### config.mk
export PLATFORM = sky130hd
export DESIGN_NAME = mdu_iterative
export DESIGN_NICKNAME = d
export VERILOG_FILES = /design/src/rtl/mdu_pkg.sv /design/src/rtl/mdu_iterative.sv
export SDC_FILE = /design/constraint.sdc
export NUM_CORES = 1
export LEC_CHECK = 0
export ABC_AREA = 0
export CORE_ASPECT_RATIO = 1.75
export CORE_MARGIN = 8
export CORE_UTILIZATION = 35
export DETAILED_ROUTE_END_ITERATION = 6
export SLEW_MARGIN = 30
export SYNTH_ARGS = -nofsm -noshare
export SYNTH_HDL_FRONTEND = slang
export SYNTH_SLANG_ARGS = --single-unit
### constraint.sdc
create_clock -name clk -period 9.73 [get_ports clk]
set_input_delay 0.973 -clock clk [delete_from_list [all_inputs] [get_ports clk]]
set_output_delay 0.973 -clock clk [all_outputs]
set_load 0.005 [all_outputs]
### src/rtl/mdu_pkg.sv
// Shared encodings for the iterative multiply/divide unit:
// operation codes and the control FSM states.
package mdu_pkg;

    localparam logic [2:0] MDU_MULT  = 3'b000;
    localparam logic [2:0] MDU_MULTU = 3'b001;
    localparam logic [2:0] MDU_DIV   = 3'b010;
    localparam logic [2:0] MDU_DIVU  = 3'b011;
    localparam logic [2:0] MDU_MTHI  = 3'b100;
    localparam logic [2:0] MDU_MTLO  = 3'b101;

    typedef enum logic [1:0] {
        IDLE = 2'd0,
        CALC = 2'd1,
        FIX  = 2'd2
    } mdu_state_e;

endpackage

### src/rtl/mdu_iterative.sv
// Iterative MULT/MULTU/DIV/DIVU unit with architectural HI/LO and MTHI/MTLO.
// Sign-magnitude core: one shift-add or restoring-divide step per cycle, signs fixed up at the end.
module mdu_iterative
    import mdu_pkg::*;
#(
    parameter int WIDTH = 32
) (
    input  logic             clk,
    input  logic             rst,
    input  logic             start,
    input  logic [2:0]       op,
    input  logic [WIDTH-1:0] a,
    input  logic [WIDTH-1:0] b,
    output logic             busy,
    output logic             done,
    output logic             div_by_zero,
    output logic [WIDTH-1:0] hi,
    output logic [WIDTH-1:0] lo
);

    localparam int W  = WIDTH;
    localparam int CW = $clog2(WIDTH);
    localparam logic [CW-1:0] LAST = CW'(WIDTH - 1);

    mdu_state_e       state_q, state_d;
    logic [CW-1:0]    cnt_q, cnt_d;
    logic [2*W-1:0]   acc_q, acc_d;
    logic [W-1:0]     mcand_q, mcand_d;
    logic             is_div_q, is_div_d;
    logic             neg_lo_q, neg_lo_d;
    logic             neg_hi_q, neg_hi_d;
    logic             bzero_q, bzero_d;
    logic [W-1:0]     hi_q, hi_d, lo_q, lo_d;
    logic             done_q, done_d;
    logic             dbz_q, dbz_d;

    logic             op_valid, op_signed;
    logic [W-1:0]     a_mag, b_mag;
    logic [W:0]       mul_sum, div_r, div_diff;
    logic [2*W-1:0]   mul_next, div_next, prod_fix;
    logic [W-1:0]     quo_fix, rem_fix;

    always_comb begin
        op_valid  = (op <= MDU_MTLO);
        op_signed = (op == MDU_MULT) || (op == MDU_DIV);
        a_mag     = (op_signed && a[W-1]) ? -a : a;
        b_mag     = (op_signed && b[W-1]) ? -b : b;

        // Multiply: acc = {partial product, remaining multiplier bits}
        mul_sum   = {1'b0, acc_q[2*W-1:W]} + (acc_q[0] ? {1'b0, mcand_q} : '0);
        mul_next  = {mul_sum, acc_q[W-1:1]};

        // Divide: acc = {remainder, dividend bits shifting into quotient}
        div_r     = acc_q[2*W-1:W-1];
        div_diff  = div_r - {1'b0, mcand_q};
        div_next  = div_diff[W] ? {div_r[W-1:0], acc_q[W-2:0], 1'b0}
                                : {div_diff[W-1:0], acc_q[W-2:0], 1'b1};

        prod_fix  = neg_lo_q ? -acc_q : acc_q;
        quo_fix   = neg_lo_q ? -acc_q[W-1:0] : acc_q[W-1:0];
        rem_fix   = neg_hi_q ? -acc_q[2*W-1:W] : acc_q[2*W-1:W];
    end

    always_comb begin
        state_d  = state_q;
        cnt_d    = cnt_q;
        acc_d    = acc_q;
        mcand_d  = mcand_q;
        is_div_d = is_div_q;
        neg_lo_d = neg_lo_q;
        neg_hi_d = neg_hi_q;
        bzero_d  = bzero_q;
        hi_d     = hi_q;
        lo_d     = lo_q;
        done_d   = 1'b0;
        dbz_d    = dbz_q;

        unique case (state_q)
            IDLE: begin
                if (start && op_valid) begin
                    dbz_d = 1'b0;
                    if (op == MDU_MTHI) begin
                        hi_d   = a;
                        done_d = 1'b1;
                    end else if (op == MDU_MTLO) begin
                        lo_d   = a;
                        done_d = 1'b1;
                    end else begin
                        is_div_d = op[1];
                        neg_lo_d = op_signed && (a[W-1] ^ b[W-1]);
                        neg_hi_d = op_signed && a[W-1];
                        bzero_d  = (b == '0);
                        mcand_d  = op[1] ? b_mag : a_mag;
                        acc_d    = {{W{1'b0}}, (op[1] ? a_mag : b_mag)};
                        cnt_d    = '0;
                        state_d  = CALC;
                    end
                end
            end
            CALC: begin
                acc_d = is_div_q ? div_next : mul_next;
                cnt_d = cnt_q + 1'b1;
                if (cnt_q == LAST) state_d = FIX;
            end
            FIX: begin
                done_d  = 1'b1;
                state_d = IDLE;
                if (!is_div_q) begin
                    {hi_d, lo_d} = prod_fix;
                end else begin
                    // With a zero divisor the remainder path reproduces the dividend unchanged
                    hi_d  = rem_fix;
                    lo_d  = bzero_q ? '1 : quo_fix;
                    dbz_d = bzero_q;
                end
            end
            default: state_d = IDLE;
        endcase
    end

    always_ff @(posedge clk) begin
        if (rst) begin
            state_q  <= IDLE;
            cnt_q    <= '0;
            acc_q    <= '0;
            mcand_q  <= '0;
            is_div_q <= 1'b0;
            neg_lo_q <= 1'b0;
            neg_hi_q <= 1'b0;
            bzero_q  <= 1'b0;
            hi_q     <= '0;
            lo_q     <= '0;
            done_q   <= 1'b0;
            dbz_q    <= 1'b0;
        end else begin
            state_q  <= state_d;
            cnt_q    <= cnt_d;
            acc_q    <= acc_d;
            mcand_q  <= mcand_d;
            is_div_q <= is_div_d;
            neg_lo_q <= neg_lo_d;
            neg_hi_q <= neg_hi_d;
            bzero_q  <= bzero_d;
            hi_q     <= hi_d;
            lo_q     <= lo_d;
            done_q   <= done_d;
            dbz_q    <= dbz_d;
        end
    end

    assign busy        = (state_q != IDLE);
    assign done        = done_q;
    assign div_by_zero = dbz_q;
    assign hi          = hi_q;
    assign lo          = lo_q;

endmodule

==> flow_metrics.tcl <==
set metrics [dict create \
    dieWidth_microns 171 \
    synth_nets 2118 \
    synth-xor-area-share_pct 10.1 \
    dp_slack_ps 5030 \
    status "complete, no violations" \
    synth_cell_types 74 \
    synth_area_sq_um 14800 \
    path_clk_slew_ps 70 \
    synthTopCellsByArea "dfxtp_1 23%, mux2i_1 8.0%, nor2_1 6.1%, ha_1 5.9%, a21oi_1 5.4%" \
    period_share_pct 45.4 \
    p_clk_share_pct 30.8 \
    rsz0062_at_grt "no" \
    finalNetCount 2160 \
    fin_tns_setup_ps 0 \
    clk_latency_ps 480 \
    grt_pass1_vias 15400 \
    worstPathRequired_ps 10040 \
    synth_compound_area_share_pct 26.3 \
    switchingPower_mw 0.875 \
    total_power_mw 2.29 \
    cts_resized 0 \
    synth_seq_cells 173 \
    design.die.area_sq_um 49300 \
    synth_cells 1976 \
    postCtsSetupBuffers 0 \
    yosys.area.top_type "dfxtp_1" \
    start_util_pct 35.5 \
    power_density_nw_per_um2 134 \
    synthSimpleGateAreaFrac_pct 20.3 \
    placed_area_sq_um 16500 \
    multi_input_area_sq_um 10600 \
    grt_pass1_wl_mm 96.5 \
    min_period_ps 4420 \
    regArea_sq_um 3470 \
    nFillCells 4408 \
    hold_path_depth 2 \
    seq_power_share_pct 36.3 \
    cts_tree "built" \
    ys.flop_type "dfxtp_1" \
    fin_ws_ps 5310 \
    hold_buffers 0 \
    relSlewSlack_pct 34.4 \
    wirelength_mm 65.4 \
    skew_ps 20.1 \
    ys_warn_count 0 \
    hold_class "flip-flop to flip-flop" \
    irDropWorstVdd_mv 0.145 \
    synth_most_common_cell "nor2_1" \
    synthAdderAreaFrac_pct 6.21 \
    die_h_microns 288 \
    num_vias 15500 \
    routedWlPerCell_microns 25.3 \
    finalHoldViolations 0 \
    timing.final.max_slew_violations 0 \
    final_cell_area_sq_um 17100 \
    initialDrtViolationCount 1202 \
    synth_top_area_share_pct 23.5 \
    ff2ff_path_depth 12 \
    grt_overflow_total 0 \
    port_buffers 136 \
    internal_power_mw 1.41 \
    end_kind "flip-flop" \
    swShare_pct 38.2 \
    holdWs_ps 458 \
    crit_fanout 17 \
    htree_num_levels 4 \
    max_freq_mhz 226 \
    drive_gt1_share_pct 4.83 \
    worstMarginPinSlew_ps 982 \
    grt_util_met3_pct 3.21 \
    p_leak_nw 6.44 \
    drc 0 \
    core_area_sq_um 41600 \
    synth_top_family_by_area "compound AO/OA/AOI/OAI gates" \
    drt-pass1-iter-count 5 \
    routed_via_density 6.01 \
    antenna_found_initial 1 \
    synth_edf_count 0 \
    clock_sinks 173 \
    yosys-mux-area-fraction_pct 8.31 \
    synth_area_per_cell_sq_um 7.47 \
    setup_violations 0 \
    root_buffer "clkbuf_16" \
    async_reset_ff_share_pct 0 \
    start_kind "flip-flop" \
    cts_buffers 17 \
    io_pins 137 \
    grt_max_degree 73 \
    worstSetupPathType "flip-flop to flip-flop" \
    cap_violations 0 \
    synth_common_cells "241 x nor2_1, 173 x dfxtp_1, 166 x nand2_1, 160 x a21oi_1, 119 x clkbuf_1" \
    seq_area_frac_synth_pct 23.5 \
    grt_use_total_pct 26.3 \
    diodes 0 \
    rows 99 \
    area_growth_pct 15.8 \
    ant_nets 0 \
    dp_hpwl_mm 50.2 \
    cts_buffer_depth 2 \
    grt_use_met1_pct 26.0 \
    use_met2_pct 47.7 \
    combinationalPowerShare_pct 32.9 \
    top_usage_layer "met2" \
    cp_data_arrival_time_ps 4730 \
    gp_congestion 0.981 \
]
cell type report:
| type | instances | area share (%) |
|---|---|---|
| inverter | 61 | 1.34 |
| clock buffer | 20 | 2.73 |
| timing repair buffer | 162 | 9.06 |
| tap | 555 | 4.06 |
| multi-input combinational | 1603 | 61.9 |
| sequential | 173 | 20.3 |
| clock inverter | 11 | 0.659 |
path summary, 6_finish.rpt:
check             startpoint        end  slack (ps)
setup / recovery    acc_q[0]  acc_q[61]        5310
hold / removal        hi[18]     hi[18]         460
setup reg to reg    acc_q[0]  acc_q[61]        5310
hold reg to reg       hi[18]     hi[18]         460
layout by cell type, fill, tap and decap left out, drive strengths merged, types with 8 or more instances in the layout:
master / count
a311oi: 9
a31oi: 23
xor2: 83
o41ai: 15
o221ai: 12
and3: 20
and2: 14
clkbuf: 20
a21o: 32
o22ai: 25
a221oi: 30
buf: 28
or3: 17
o211ai: 29
a211oi: 52
o31ai: 26
nand2: 166
a22oi: 22
nor2: 242
nor3: 42
xnor2: 88
inv: 62
nand4: 14
ha: 70
a21oi: 161
dfxtp: 173
clkdlybuf4s50: 134
nand3: 31
clkinv: 8
or2: 11
or4: 19
nand2b: 12
nor4: 18
mux2i: 118
o21ai: 109
o21a: 11
nor2b: 16
logic make-up (layout without fill, tap and decap cells):
logic type / count (synthesis) / count (layout)
buffers and inverters: 200 / 254
muxes: 122 / 122
DFF: 173 / 173
and+or+nand+nor: 642 / 642
AOI/OAI and AO/OA: 596 / 596
xor gates and xnor gates: 171 / 171
adders and majority gates: 72 / 72
sequential cells by signal, summed over array words and instances, names as in the netlist:
| register | count |
|---|---|
| acc_q | 64 |
| hi | 32 |
| lo | 32 |
| mcand_q | 32 |
| cnt_q | 5 |
| state_q | 2 |
| bzero_q | 1 |
| div_by_zero | 1 |
| done | 1 |
| is_div_q | 1 |
| neg_hi_q | 1 |
| neg_lo_q | 1 |
through the flow:
step / util, % / cells
3_5_place_dp: 39.6 / 2554
6_report: 41.1 / 2585
3_3_place_gp: 39.6 / 2554
2_1_floorplan: - / 1976
4_1_cts: 41.0 / 2585
5_1_grt: 41.1 / 2585
routing by layer:
metal	vias to the layer above	share of wire [%]
met4	0	9.4
met3	205	4.8
met2	591	52
li1	7274	-
met1	7455	34
met5	-	0
worst max-delay path: stages, from the launching register on:
cell and delay [ps]:
dfxtp_1 390, inv_1 550, nor2_1 90, ha_1 360
nor2b_1 190, nor3_1 70, o21ai_0 420, a41oi_1 430
o21ai_0 580, a31oi_1 270, o21ai_0 550, mux2i_1 250
o211ai_1 100
power groups by stage:
stage,logic [mW],registers [mW],clock network (mW)
2_1_floorplan,0.521,0.794,0
3_3_place_gp,0.732,0.842,0
3_5_place_dp,0.736,0.842,0
4_1_cts,0.740,0.827,0.713
5_1_grt,0.815,0.833,0.736
6_report,0.753,0.830,0.706
Power figures use the tool's default switching activity.
